===== src/rtl/cga_vram_wr.sv =====
// CPU-side VRAM access port for the CGA block. CPU writes are posted into a
// small FIFO; writes and reads reach VRAM only in sequencer-granted CPU slots,
// and a pending read is issued only once all earlier writes have drained.
module cga_vram_wr #(
  parameter int ADDR_W = 14,
  parameter int DEPTH  = 4
) (
  input  logic                     clk,
  input  logic                     rst_n,
  input  logic                     bus_wr,
  input  logic                     bus_rd,
  input  logic [ADDR_W-1:0]        bus_addr,
  input  logic [7:0]               bus_din,
  output logic [7:0]               bus_dout,
  output logic                     bus_rdy,
  output logic                     wr_full,
  output logic                     wr_overflow,
  output logic [$clog2(DEPTH):0]   fifo_count,
  input  logic                     cpu_slot,
  output logic [ADDR_W-1:0]        vram_addr,
  output logic [7:0]               vram_dout,
  output logic                     vram_we,
  output logic                     vram_oe,
  input  logic [7:0]               vram_din
);

  localparam int PTR_W = $clog2(DEPTH);
  localparam int CNT_W = PTR_W + 1;
  localparam logic [CNT_W-1:0] DEPTH_C = CNT_W'(DEPTH);

  typedef enum logic [1:0] {IDLE, WR, RD, CAP} state_t;

  state_t              state;
  logic [ADDR_W+7:0]   mem [DEPTH];
  logic [PTR_W-1:0]    wr_ptr;
  logic [PTR_W-1:0]    rd_ptr;
  logic [CNT_W-1:0]    count;
  logic                rd_pend;
  logic [ADDR_W-1:0]   rd_addr;
  logic                push;
  logic                pop;

  // Full is judged on the current count, before any same-cycle pop.
  always_comb begin
    wr_full = (count == DEPTH_C);
    push    = bus_wr && !wr_full;
    pop     = cpu_slot && (state == IDLE) && (count != '0);
  end

  assign fifo_count = count;

  // FIFO storage; contents need no reset since count gates every read.
  always_ff @(posedge clk) begin
    if (push) mem[wr_ptr] <= {bus_addr, bus_din};
  end

  // FIFO bookkeeping, read request capture and slot-driven access sequencer.
  always_ff @(posedge clk) begin
    if (!rst_n) begin
      state       <= IDLE;
      wr_ptr      <= '0;
      rd_ptr      <= '0;
      count       <= '0;
      wr_overflow <= 1'b0;
      rd_pend     <= 1'b0;
      rd_addr     <= '0;
      bus_rdy     <= 1'b1;
      bus_dout    <= '0;
      vram_addr   <= '0;
      vram_dout   <= '0;
      vram_we     <= 1'b0;
      vram_oe     <= 1'b0;
    end else begin
      if (push) wr_ptr <= wr_ptr + 1'b1;
      if (pop)  rd_ptr <= rd_ptr + 1'b1;
      case ({push, pop})
        2'b10:   count <= count + 1'b1;
        2'b01:   count <= count - 1'b1;
        default: count <= count;
      endcase

      if (bus_wr && wr_full) wr_overflow <= 1'b1;

      // bus_rdy is low whenever a read is pending or in service, so this
      // never collides with the IDLE/CAP updates below.
      if (bus_rd && bus_rdy) begin
        rd_pend <= 1'b1;
        rd_addr <= bus_addr;
        bus_rdy <= 1'b0;
      end

      vram_we <= 1'b0;
      vram_oe <= 1'b0;
      case (state)
        IDLE: begin
          if (cpu_slot) begin
            if (count != '0) begin
              vram_we   <= 1'b1;
              vram_addr <= mem[rd_ptr][ADDR_W+7:8];
              vram_dout <= mem[rd_ptr][7:0];
              state     <= WR;
            end else if (rd_pend) begin
              vram_oe   <= 1'b1;
              vram_addr <= rd_addr;
              rd_pend   <= 1'b0;
              state     <= RD;
            end
          end
        end
        WR:      state <= IDLE;
        RD:      state <= CAP;
        CAP: begin
          bus_dout <= vram_din;
          bus_rdy  <= 1'b1;
          state    <= IDLE;
        end
        default: state <= IDLE;
      endcase
    end
  end

endmodule


===== config.mk =====
export PLATFORM = sky130hd
export DESIGN_NAME = cga_vram_wr
export DESIGN_NICKNAME = d
export VERILOG_FILES = /design/src/rtl/cga_vram_wr.sv
export SDC_FILE = /design/constraint.sdc
export NUM_CORES = 1
export LEC_CHECK = 0
export CORE_MARGIN = 1
export CORE_UTILIZATION = 45
export CTS_CLUSTER_DIAMETER = 100
export CTS_CLUSTER_SIZE = 24
export DETAILED_ROUTE_END_ITERATION = 8
export GPL_TIMING_DRIVEN = 0
export PLACE_DENSITY = 0.67
export SYNTH_ARGS = -nofsm -noshare
export SYNTH_HDL_FRONTEND = slang
export SYNTH_SLANG_ARGS = --single-unit

===== constraint.sdc =====
create_clock -name clk -period 3.6 [get_ports clk]
set_input_delay 0.9 -clock clk [delete_from_list [all_inputs] [get_ports clk]]
set_output_delay 0.9 -clock clk [all_outputs]
set_load 0.03 [all_outputs]

* Yosys cells after proc, flatten, opt, wreduce, memory -nomap -nowiden *
Memories as Yosys holds them, arrays and structs flattened. A register that Yosys moved wholly into a read port is not among the register bits.
Cells that the tools add are included.

word-level totals
  logic and storage cells = 64
  memory bits (writable) = 88
  input port bits = 35
  bits in registers = 58
  memories = 1

cells by class
  mux-type cells = 18
  equal/unequal tests = 8
  add/subtract/negate cells = 4
  bitwise logic cells = 3
  reduce and logical (&&, ||, !) cells = 17

memory list
  memory  words  bits a word  rd ports  clocked after Yosys merged registers in  wr ports  RTL line  source
  mem     4      22           1         1                                        1         34        logic [ADDR_W+7:0] mem [DEPTH];

operators by type and width
  cell                                                   count
  2-to-1 mux 14 bit                                      2
  2-to-1 mux 2 bit                                       5
  2-to-1 mux 1 bit                                       9
  AND reduction 3 bit                                    3
  == test 2 bit, second input constant                   3
  one-hot mux 2 bit (3 select lines)                     1
  one-hot mux 3 bit (2 select lines)                     1
  logical AND 1 bit                                      5
  adder 2 x 1 -> 2 bit, second input constant            2
  == test 2 x 1 -> 1 bit, second input constant          2
  nonzero test 2 bit                                     2
  OR reduction 2 bit                                     2
  OR reduction 4 bit                                     1
  adder 3 x 1 -> 3 bit, second input constant            1
  == test 3 bit, second input constant                   1
  inequality test 3 x 2 -> 1 bit, second input constant  1
  NOT 1 bit                                              3
  nonzero test 3 bit                                     1
  subtractor 3 x 1 -> 3 bit, second input constant       1
  logical NOT 2 bit                                      1
  inequality test 2 bit, second input constant           1
  AND reduction 2 bit                                    1
  logical NOT 1 bit                                      1

* Longest topological paths before layout *
Gate-level depths: netlist of run 1.

  depth in word-level cells = 6
  mapped depth = 11
  depth with buffers taken out = 10

* Worst setup path after synthesis of run 1 *
No wires, ideal clock.

  path kind = input -> register
  from = in cpu_slot
  to = reg count[2], in the netlist fifo_count[2]
  path slack = 668 ps
  path buffers = 1
  arrival time = 2862 ps
  data required time = 3530 ps
  setup time = 70 ps
  stages = 9
  cells stage by stage = or3b_1 buf_2 nor2_2 ha_1 inv_1 fa_1 xor2_1 or3_1 a21oi_1

on the way
  word-level cells in the longest chain between the ends = 4
  elaborated cells on any way between the ends = 6
  those cells by class = eq/ne: 2; mux: 1; reduce/logical: 3

RTL lines
  what                                                                             RTL line  source
  from (decl)                                                                      19        input logic cpu_slot,
  logical AND 1 bit (*) (2 in series)                                              47        pop = cpu_slot && (state == IDLE) && (count != '0);
  via pop                                                                          41        logic pop;
  == test 2 x 1 -> 1 bit / == test 2 bit (equally long branches)                   76        case ({push, pop})
  one-hot mux 3 bit (2 select lines) / nonzero test 2 bit (equally long branches)  -
  to (signal assigned)                                                             77        2'b10: count <= count + 1'b1;
  to (signal assigned)                                                             78        2'b01: count <= count - 1'b1;
  to (signal assigned)                                                             79        default: count <= count;
  to (decl)                                                                        37        logic [CNT_W-1:0] count;

The timed path passes the listed nets; every way through them passes the cells marked *.
A chain may end at the register's enable or synchronous reset.

* Final worst setup path of run 1 *
Ends and elaborated chain as after synthesis.

==> out/metrics.yaml, run 1 <==
synth_edf_count: 88
final_common_cell: "edfxtp_1"
cts_root_buf: "clkbuf_16"
min_period_over_period: 0.928
netlist_area_mm2: 0.00558
syn_area_per_cell_um2: 14.0
hold_depth: 2
synth_xor_area_frac: 0.00314
synthToLayoutAreaGrowth_pct: 27.3
crit_arrival_ns: 3.68
ys_ff_latch: 148
drc: 0
wl_met2_um: 6130
cts.sinks: 148
yosys-top-cells-area: "edfxtp_1 (47%), dfxtp_1 (22%), mux4_2 (8.9%), nand2_1 (4.8%), a21oi_1 (3.1%)"
outcome: "completed"
crit_path_start_kind: "primary input"
clkSlewWorstSetupHoldPaths_ns: 0.06
start_util: 0.462
cts_buffer_depth: 2
max_slew_margin: 0.155
cts_resized: 0
firstDrtPassIters: 4
synth_simple_gate_area_frac: 0.107
p_total_w: 0.00541
die_x_um: 113
ir_worst_vdd_v: 0.000320
synth_fa_ha_area_frac: 0.0148
synth_flop_cell: "edfxtp_1"
wl_um: 12000
grt_pass1_wl_um: 19100
seq_area_frac_synth: 0.689
grt_start_max_net_pins: 23
grt_setup_unrepaired: "false"
layout-drive-gt1-share: 0.122
die_height_um: 113
dieArea_mm2: 0.0128
finalHoldViolCount: 0
power.density_mw_per_mm2: 762
drv_slew: 0
maxCapViolCount: 0
numCtsBuffers: 17
ys_types: 37
async_reset_ff_frac: 0
period_needed_ns: 3.34
gr-total-overflow: 0
max_freq_mhz: 299
hpwl_um: 7540
diodes: 0
rows: 40
r2r_end: "fifo_count[2]"
synth_area_leader_cell: "edfxtp_1"
clkLatencyLatePin_ns: 0.42
whs_ns: 0.453
hold_buffers: 0
crit_required_ns: 3.94
synth_warnings: 0
nets: 529
synth_top_area_frac: 0.474
leakagePower_nw: 2.38
crit_type: "in2reg"
drtAntennaViolNets: 0
postLayoutCellArea_mm2: 0.00710
cts_tree: "done"
wl_met1_um: 5210
core_mm2: 0.0121
routedWlPerCell_um: 18.0
rrSetupSlack_ns: 0.84
critPathMaxFanout: 10
cp-end-kind: "flip-flop"
rr_startpoint: "state[1]"
synth_top_family_by_area: "simple AND/OR/NAND/NOR gates"
muxShareOfSynthArea: 0.0924
cts_setup_buffers: 0
ios: 73
synth_cells: 398
rr_worst_depth: 9
numPortBuffers: 71
postPlaceCellArea_mm2: 0.00650
grt_pass1_vias: 3610
antenna_found_initial: 0
fin_skew_ns: 0.00879
final_cell_mix: "edfxtp_1 (88), nand2_1 (72), clkdlybuf4s50_1 (71)"
viasPerCell: 5.24
wl_met3_um: 532
hold_path.class: "reg2reg"
num_vias: 3505
synth_compound_area_frac: 0.0700
syn_nets: 439
htreeDepth: 4
gp_routability_congestion: 0.782
drt-initial-drc-count: 233
grt_util_all_layers: 0.203
setup_viol: 0
tightest_slew_ns: 1.27
crit_end: "fifo_count[2]"
setup.worst_path.start: "cpu_slot"
dr.max_layer_used: "met4"
-- final cells by class --
cell class / count / area [µm²]
fill: 962 / 4960
sequential: 148 / 3840
inverter: 9 / 33.8
clock buffer: 21 / 440
timing repair buffer: 71 / 711
buffer: 21 / 96.3
clock inverter: 11 / 159
tap: 168 / 210
multi-input combinational: 220 / 1600
-- synthesized netlist by cell type (5+ instances only) --
| cell | n |
|---|---|
| edfxtp_1 | 88 |
| nand2_1 | 72 |
| dfxtp_1 | 60 |
| a21oi_1 | 34 |
| mux4_2 | 22 |
| nor3_1 | 19 |
| a211oi_1 | 10 |
| clkbuf_1 | 10 |
| o2bb2ai_1 | 8 |
| inv_1 | 7 |
| nor2_1 | 7 |
| buf_1 | 6 |
| ha_1 | 5 |
| nand3_1 | 5 |
-- critical path: stages --
cell and delay, ns:
clkdlybuf4s50_1 0.47, or3b_1 0.34, buf_2 0.17, nor2_2 0.47
ha_1 0.30, inv_1 0.06, fa_1 0.37, xor2_1 0.16
or3_1 0.30, a21oi_1 0.14
-- kinds of logic (layout without fill, tap and decap cells) --
family                   Yosys count  after routing
AO/OA/AOI/OAI                     63             63
XOR/XNOR                           2              2
adder cells (fa/ha/maj)            6              6
buffers and inverters             30            133
flip-flops                       148            148
multiplexers                      24             24
AND/OR/NAND/NOR                  125            125
-- power by group --
| group | total, W | switching [W] | leakage [nW] | internal (W) |
|---|---|---|---|---|
| logic | 0.00143 | 0.000825 | 0.790 | 0.000608 |
| clock network | 0.00179 | 0.000639 | 0.290 | 0.00115 |
| registers | 0.00218 | 0.000149 | 1.30 | 0.00203 |
-- flip-flops by register name, indices dropped and copies added, names as in the netlist, 2 cells and up, named ones only --
signal      flops
vram_addr      14
vram_dout       8
rd_ptr          2
rd_addr        14
fifo_count      3
state           2
wr_ptr          2
bus_dout        8
mem            88
-- metrics by stage --
step | setup WS [ns] | cells | util | TNS, ns
finish | 0.260 | 669 | 0.588 | 0
global route | 0.0739 | 669 | 0.588 | 0
CTS | 0.249 | 669 | 0.588 | 0
detailed placement | -0.142 | 637 | 0.539 | -0.142
global placement | -0.126 | 637 | 0.539 | -0.126
floorplan | 0.668 | 398 | - | 0
-- routing by layer --
layer,GRT usage,up-vias
met5,0,-
met4,0.0886,0
met3,0.0396,15
met2,0.341,100
met1,0.259,1736
li1,-,1654
-- how the worst min path moves through the flow --
stage	startpoint	end	slack (ns)
after floorplan	rd_addr[12]	rd_addr[12]	0.43
after global placement	rd_addr[12]	rd_addr[12]	0.44
after detailed placement	rd_addr[9]	rd_addr[9]	0.45
after CTS	rd_addr[9]	rd_addr[9]	0.46
after global routing	rd_addr[5]	rd_addr[5]	0.48
final	bus_dout[7]	bus_dout[7]	0.45
(Power assumes the default switching activity.)
==> run 2, diff against run 1 <==
--- a/config.mk
+++ b/config.mk
@@ -7,11 +7,14 @@
 export LEC_CHECK = 0
 export CORE_MARGIN = 1
 export CORE_UTILIZATION = 45
+export CTS_BUF_LIST = sky130_fd_sc_hd__clkbuf_4 sky130_fd_sc_hd__clkbuf_8 sky130_fd_sc_hd__clkbuf_16
 export CTS_CLUSTER_DIAMETER = 100
 export CTS_CLUSTER_SIZE = 24
 export DETAILED_ROUTE_END_ITERATION = 8
 export GPL_TIMING_DRIVEN = 0
 export PLACE_DENSITY = 0.67
+export SETUP_SLACK_MARGIN = 0.02
+export SLEW_MARGIN = 20
 export SYNTH_ARGS = -nofsm -noshare
 export SYNTH_HDL_FRONTEND = slang
 export SYNTH_SLANG_ARGS = --single-unit
==> run 2 against run 1 <==
Sequential share of layout area shrank 0.28 points. Clock power is 3% higher. Setup slack worse by 0.0086 ns. Die area stayed put. Global-route usage shrank 0.087 points. Hold slack got worse by 0.00094 ns. First-iteration DRC count fell by 27%. Power up 0.93%. Critical path depth is the same. Core utilization increased by 0.30 points. Combinational power about the same.
==> out/metrics.yaml, run 2 (synthesis gave the netlist of run 1 again) <==
crit_arrival_ns: 3.69  # was 3.68 ns
ir_worst_vdd_v: 0.000320  # about the same
maxCapViolCount: 0  # unchanged
outcome: "completed"  # unchanged
antenna_found_initial: 0  # unchanged
grt_pass1_vias: 3622  # was 3610
cts_buffer_depth: 2  # unchanged
final_cell_mix: "edfxtp_1 (88), nand2_1 (72), clkdlybuf4s50_1 (71)"  # unchanged
setup-tns-final_ns: 0  # unchanged
cp-end-kind: "flip-flop"  # unchanged
cts_tree: "done"  # unchanged
cts_root_buf: "clkbuf_16"  # unchanged
synthToLayoutAreaGrowth_pct: 27.9  # was 27.3%
core_mm2: 0.0121  # unchanged
period_needed_ns: 3.35  # was 3.34 ns
numPortBuffers: 71  # unchanged
dp.cells: 637  # unchanged
routedWlPerCell_um: 17.7  # was 18.0 µm
cts_resized: 0  # unchanged
drv_slew: 0  # unchanged
drt-initial-drc-count: 170  # was 233
wl_um: 11900  # was 12000 µm
firstDrtPassIters: 6  # was 4
cts.sinks: 148  # unchanged
htreeDepth: 4  # unchanged
largest_reg_flops: 88  # unchanged
crit_path_start_kind: "primary input"  # unchanged
crit_type: "in2reg"  # unchanged
viasPerCell: 5.24  # about the same
cts_setup_buffers: 0  # unchanged
power.density_mw_per_mm2: 765  # was 762 mW/mm²
die_height_um: 113  # unchanged
whs_ns: 0.452  # was 0.453 ns
final_util: 0.591  # was 0.588
max_freq_mhz: 299  # about the same
final_common_cell: "edfxtp_1"  # unchanged
largest-register: "mem"  # unchanged
max_stage_delay_ns: 0.48  # was 0.47 ns
cp_cell_sequence: "clkdlybuf4s50_1, or3b_1, buf_2, nor2_2, ha_1, inv_1, fa_1, xor2_1, or3_1, a21oi_1"  # unchanged
grt_start_max_net_pins: 23  # unchanged
rows: 40  # unchanged
layoutNonFillerInstCount: 669  # unchanged
num_vias: 3503  # was 3505
dr.max_layer_used: "met4"  # unchanged
hold_path.class: "reg2reg"  # unchanged
numCtsBuffers: 17  # unchanged
start_util: 0.462  # unchanged
max_slew_margin: 0.533  # was 0.155
largest_registers: "mem (88), rd_addr (14), vram_addr (14)"  # unchanged
dieArea_mm2: 0.0128  # unchanged
wl_met2_um: 5980  # was 6130 µm
gr-total-overflow: 0  # unchanged
grt_pass1_wl_um: 19000  # was 19100 µm
die_x_um: 113  # unchanged
ios: 73  # unchanged
wl_met1_um: 5050  # was 5210 µm
hpwl_um: 7570  # was 7540 µm
diodes: 0  # unchanged
nets: 529  # unchanged
rr_startpoint: "state[1]"  # unchanged
cpMaxStageDelayCell: "nor2_2"  # was clkdlybuf4s50_1
hp-start: "bus_dout[7]"  # unchanged
grt_setup_unrepaired: "false"  # unchanged
min_period_over_period: 0.930  # was 0.928
wl_met3_um: 683  # was 532 µm
setup.worst_path.start: "cpu_slot"  # unchanged
critPathMaxFanout: 10  # unchanged
drtAntennaViolNets: 0  # unchanged
drc: 0  # unchanged
setup_viol: 0  # unchanged
clkSlewWorstSetupHoldPaths_ns: 0.06  # about the same
crit_required_ns: 3.94  # about the same
clkLatencyLatePin_ns: 0.42  # about the same
fin_skew_ns: 0.00631  # was 0.00879 ns
gp_routability_congestion: 0.782  # unchanged
leakagePower_nw: 2.40  # was 2.38 nW
layout-drive-gt1-share: 0.140  # was 0.122
hold_buffers: 0  # unchanged
tightest_slew_ns: 0.700  # was 1.27 ns
grt_util_all_layers: 0.203  # about the same
finalHoldViolCount: 0  # unchanged
[run 2: final cells by class]
| type | count | area, µm² |
|---|---|---|
| Inverter | 9 | 33.8 |
| Clock inverter | 9 | 124 |
| Multi-Input combinational cell | 220 | 1610 |
| Clock buffer | 23 | 507 |
| Fill cell | 969 | 4930 |
| Sequential cell | 148 | 3840 |
| Timing Repair Buffer | 71 | 711 |
| Buffer | 21 | 96.3 |
| Tap cell | 168 | 210 |
[run 2: path summary, 6_finish.rpt]
kind              slack, ns  cells after the start            end
setup / recovery       0.25                     10  fifo_count[2]
hold / removal         0.45                      2    bus_dout[7]
setup reg to reg       0.83                      9  fifo_count[2]
hold reg to reg        0.45                      2    bus_dout[7]
[run 2: report_power, final]
part | switching (W) | internal (W)
Clock | 0.000648 | 0.00120
Combinational | 0.000825 | 0.000609
Sequential | 0.000146 | 0.00203
Total | 0.00162 | 0.00384
[run 2: critical path, delay by kind of cell]
family / cells / cell delay, ns
and+or+nand+nor: 3 / 1.13
buffers and inverters: 3 / 0.70
adders and majority gates: 2 / 0.66
xor gates and xnor gates: 1 / 0.16
AOI/OAI and AO/OA: 1 / 0.14
[run 2: per-layer routing]
layer / track usage / up-vias
met5: 0 / -
met4: 0.0781 / 0
met1: 0.250 / 1741
met2: 0.344 / 95
met3: 0.0498 / 15
li1: - / 1652
[run 2: per-stage QoR]
step	instance area, µm²	total power (W)	setup WS, ns
final	7130	0.00546	0.251
after global routing	7130	0.00570	0.0560
after CTS	7130	0.00550	0.268
after detailed placement	6500	0.00365	-0.155
after global placement	6500	0.00362	-0.126
after floorplan	5580	0.00312	0.668
